--- config.mk ---
export PLATFORM = sky130hd
export DESIGN_NAME = quad_step_decoder
export DESIGN_NICKNAME = d
export VERILOG_FILES = /design/src/rtl/quad_step_decoder.sv
export SDC_FILE = /design/constraint.sdc
export NUM_CORES = 1
export LEC_CHECK = 0
export CAP_MARGIN = 30
export CORE_MARGIN = 2
export CORE_UTILIZATION = 54
export CTS_CLUSTER_SIZE = 10
export DETAILED_ROUTE_END_ITERATION = 8
export GPL_TIMING_DRIVEN = 0
export HOLD_SLACK_MARGIN = 0.15
export PLACE_DENSITY = 0.81
export SYNTH_ARGS = -nofsm -noshare
export SYNTH_HDL_FRONTEND = slang
export SYNTH_SLANG_ARGS = --single-unit
--- constraint.sdc ---
create_clock -name clk -period 4.04 [get_ports clk]
set_input_delay 0.404 -clock clk [delete_from_list [all_inputs] [get_ports clk]]
set_output_delay 0.404 -clock clk [all_outputs]
set_load 0.005 [all_outputs]
--- src/rtl/quad_step_decoder.sv ---
// Quadrature A/B front end: synchronises the phase pins, decodes Gray-code
// transitions into step/dir pulses and keeps a wrapping position count.
module quad_step_decoder #(
    parameter int SYNC_STAGES = 2,
    parameter int END_COUNT   = 16,
    parameter int N           = (END_COUNT > 2) ? $clog2(END_COUNT) : 1
) (
    input  logic         clk,
    input  logic         reset,
    input  logic         enable,
    input  logic         a_in,
    input  logic         b_in,
    input  logic         clr_err,
    output logic         step,
    output logic         dir,
    output logic [N-1:0] position,
    output logic         wrap,
    output logic         err
);

    localparam logic [N-1:0] LAST = N'(END_COUNT - 1);

    logic [SYNC_STAGES-1:0] a_sync;
    logic [SYNC_STAGES-1:0] b_sync;
    logic [1:0]             s;
    logic [1:0]             prev;
    logic [2:0]             fill;
    logic                   primed;
    logic                   fwd;
    logic                   rev;
    logic                   bad;

    assign s = {a_sync[SYNC_STAGES-1], b_sync[SYNC_STAGES-1]};

    always_comb begin
        fwd = 1'b0;
        rev = 1'b0;
        bad = &(prev ^ s);
        case ({prev, s})
            4'b00_01, 4'b01_11, 4'b11_10, 4'b10_00: fwd = 1'b1;
            4'b00_10, 4'b10_11, 4'b11_01, 4'b01_00: rev = 1'b1;
            default: ;
        endcase
    end

    // Decoding waits until the synchroniser holds only post-reset pin samples,
    // so whatever level the pins sit at after reset never looks like motion.
    always_ff @(posedge clk) begin
        if (!reset) begin
            a_sync   <= '0;
            b_sync   <= '0;
            prev     <= 2'b00;
            fill     <= 3'd0;
            primed   <= 1'b0;
            step     <= 1'b0;
            dir      <= 1'b1;
            position <= '0;
            wrap     <= 1'b0;
            err      <= 1'b0;
        end else begin
            a_sync <= {a_sync[SYNC_STAGES-2:0], a_in};
            b_sync <= {b_sync[SYNC_STAGES-2:0], b_in};
            prev   <= s;
            step   <= 1'b0;
            wrap   <= 1'b0;

            if (!primed) begin
                if (fill == 3'(SYNC_STAGES))
                    primed <= 1'b1;
                else
                    fill <= fill + 3'd1;
            end

            if (clr_err)
                err <= 1'b0;

            if (primed && enable) begin
                if (fwd) begin
                    step <= 1'b1;
                    dir  <= 1'b1;
                    if (position == LAST) begin
                        position <= '0;
                        wrap     <= 1'b1;
                    end else begin
                        position <= position + N'(1);
                    end
                end else if (rev) begin
                    step <= 1'b1;
                    dir  <= 1'b0;
                    if (position == '0) begin
                        position <= LAST;
                        wrap     <= 1'b1;
                    end else begin
                        position <= position - N'(1);
                    end
                end else if (bad) begin
                    err <= 1'b1;
                end
            end
        end
    end

endmodule

==> impl_results.md <==
* Comb pwr share at 0.303
* Vias in the first global route at 630
* GRT met2 Usage at 0.294
* WL per Instance at between 10 and 15 um
* Yosys Warn Count at 0
* Full die area at 1930 um2
* Async SR Flop Fraction at 0
* R2r startpoint: position[1]
* Startpoint types: flip-flop
* Initial DRC Count at 19
* Leakage power at 0.408 nW
* Vias per Instance at 5.63
* Library cells used by synthesis at 28
* Area Overhead vs Synth at 21.6%
* TNS Setup at 0 ns
* Hold Path Class: reg2reg
* Hold_sp: a_sync[0]
* Final #Nets at 124
* Initial Util at 0.572
* Total CTS buffers at 3
* Ports at 14
* Total design power at 493 uW
* Mean area per synthesized cell at about 9 um2
* Tightest Pin Transition at 0.367 ns
* Worst path required time at 3.64 ns
* Number of flops mapped to enable cells by yosys at 0
* Final min period at 1.76 ns
* Worst hold margin at 0.444 ns
* Std-Cell Rows at 14
* Final hold vios at 0
* First-pass GRT wire length at 2.58 mm
* Post-synthesis register bit count at 18
* Type of destination of the critical path: output pin
* Die W at 44.0 um
* Critical path, cell by cell: clkdlybuf4s50_1
* Most used routing layer: met2
* Final RePlAce weighted congestion at 0.828
* Port bufs at 13
* Sw Share at 0.321
* Post-Syn Nets at 106
* Final setup violation count at 0
* Initial antenna violation count at 0
* N_diodes at 0
* CTS Sinks at 18
* Outcome: completed
* Met3 Use GR at 0.0375
* Worst path bufs/invs at 1
* Count leader, synth: dfxtp_1
* Worst ir drop on vdd at 0.349 mV
* Cells after Synth at between 90 and 100
* PwrDens at around 470 nW/um2
* Top post-synthesis cells by area: dfxtp_1 42%, ha_1 5.8%, a21oi_1 4.6%
* Antenna viol nets, final at 0
* Cts-stage hold buffer count at 0
* Total global routing overflow at 0
* M1 GR Usage at 0.224
* Root Buffer: clkbuf_4
* Layout cell share with drive strength beyond 1 at 0.0796
* Maximum operating frequency at 569 MHz
* Final Cycle Share at 0.435
* CP arrival at 1.35 ns
* Post-CTS sizing at 0
* Max-cap violations at 0
* Cell family with most CP delay: buffers and inverters
* GRT Util Overall at 0.183
* Largest net degree at the start of global routing at 11
* Flop pwr share at 0.470
* Most area-hungry cell type in the Yosys netlist: dfxtp_1
* Clk_skew at 0.00530 ns
* Crit-path slowest cell: clkdlybuf4s50_1
* Final HPWL DP at 1.12 mm
* Worst-path clk slew at 0.11 ns
* Worst Setup SP: position[1]
* Seq/Total Area, Yosys at 0.418
* Post-Syn Area at 862 um2
* Skew-Pair Late Insertion Delay at 0.29 ns
* Slew Limit Headroom at 0.755
* Internal power at roughly 330 uW
* CP max stage delay at between 0.5 and 0.6 ns
* Sw power at 159 uW
* RSZ-0062 raised after global routing: no
* CTS H-tree lvls at 1
* Final slew viol count at 0
* Die Y at 44.0 um
* Clock Path Buffers at 2
* Total wire length at 1.50 mm
* CP Max Fanout at 9
* Primary FF master, synth: dfxtp_1
* Synth top area share at 0.418
* Core Box Area at 1510 um2
* Drt pass-1 iters at 4
* Post-CTS Setup Bufs at 0
* Post-synth top cells: 18 x dfxtp_1, 10 x nor2_1, 8 x a21oi_1
* DRC errors left at 0
* Crit Path Class: reg2out
* DR vias at 726
* CTS tree: yes
* Clk pwr share at 0.226
## registers in the layout (all words and copies together) (netlist names)
register  count
prev          2
primed        1
step          1
b_sync        2
a_sync        2
position      4
err           1
fill          3
wrap          1
dir           1
## cell type report
class | instances | area, um2
Buffer | 1 | 3.75
Sequential cell | 18 | 360
Clock buffer | 4 | 36.3
Inverter | 7 | 26.3
Multi-Input combinational cell | 70 | 472
Timing Repair Buffer | 13 | 130
Fill cell | 122 | 458
Tap cell | 16 | 20.0
## per-stage QoR
step	worst slack, ns	std cells	cell area (um2)	utilization
floorplan	2.54	96	862	-
global placement	2.20	125	1010	0.672
detailed placement	2.20	125	1010	0.672
CTS	2.28	129	1050	0.696
global route	2.23	129	1050	0.696
finish	2.28	129	1050	0.696
## power groups by stage
stage	combinational (mW)	sequential [mW]	clock [mW]
floorplan	0.107	0.230	0
global placement	0.144	0.234	0
detailed placement	0.148	0.236	0
CTS	0.149	0.231	0.114
global route	0.171	0.236	0.122
finish	0.150	0.232	0.112
## final timing paths
| check | end | slack [ns] | depth (start not counted) |
|---|---|---|---|
| setup / recovery | position[1] | 2.28 | 1 |
| setup reg to reg | position[3] | 2.37 | 6 |
| hold / removal | a_sync[1] | 0.44 | 1 |
| hold reg to reg | a_sync[1] | 0.44 | 1 |
## per-layer routing
metal,part of all wire,up-vias
met5,0,-
met4,0.024,0
met3,0.067,4
met2,0.44,30
met1,0.47,321
li1,-,371
## logic make-up (layout without fill, tap and decap cells)
| kind of cell | Yosys count | in the layout | share of synthesized area |
|---|---|---|---|
| muxes | 1 | 1 | 0.0116 |
| DFF | 18 | 18 | 0.418 |
| and+or+nand+nor | 32 | 32 | 0.180 |
| adders and majority gates | 4 | 4 | 0.0581 |
| xor gates and xnor gates | 8 | 8 | 0.0987 |
| AOI/OAI and AO/OA | 25 | 25 | 0.199 |
| buffers and inverters | 8 | 25 | 0.0348 |
## placed cells by master (no fill, tap or decap), types with 2 or more instances in the layout
cell and count:
dfxtp_1 18, clkdlybuf4s50_1 13, nor2_1 10, a21oi_1 8
inv_1 7, and2_1 6, nand2_1 6, a211oi_1 4
xnor2_1 4, o21ai_0 4, ha_1 4, nor3_1 3
clkbuf_4 3, xnor2_2 2, xor2_1 2, nand3_1 2
o221a_2 2, o21bai_1 2
Power figures use the tool's default switching activity.
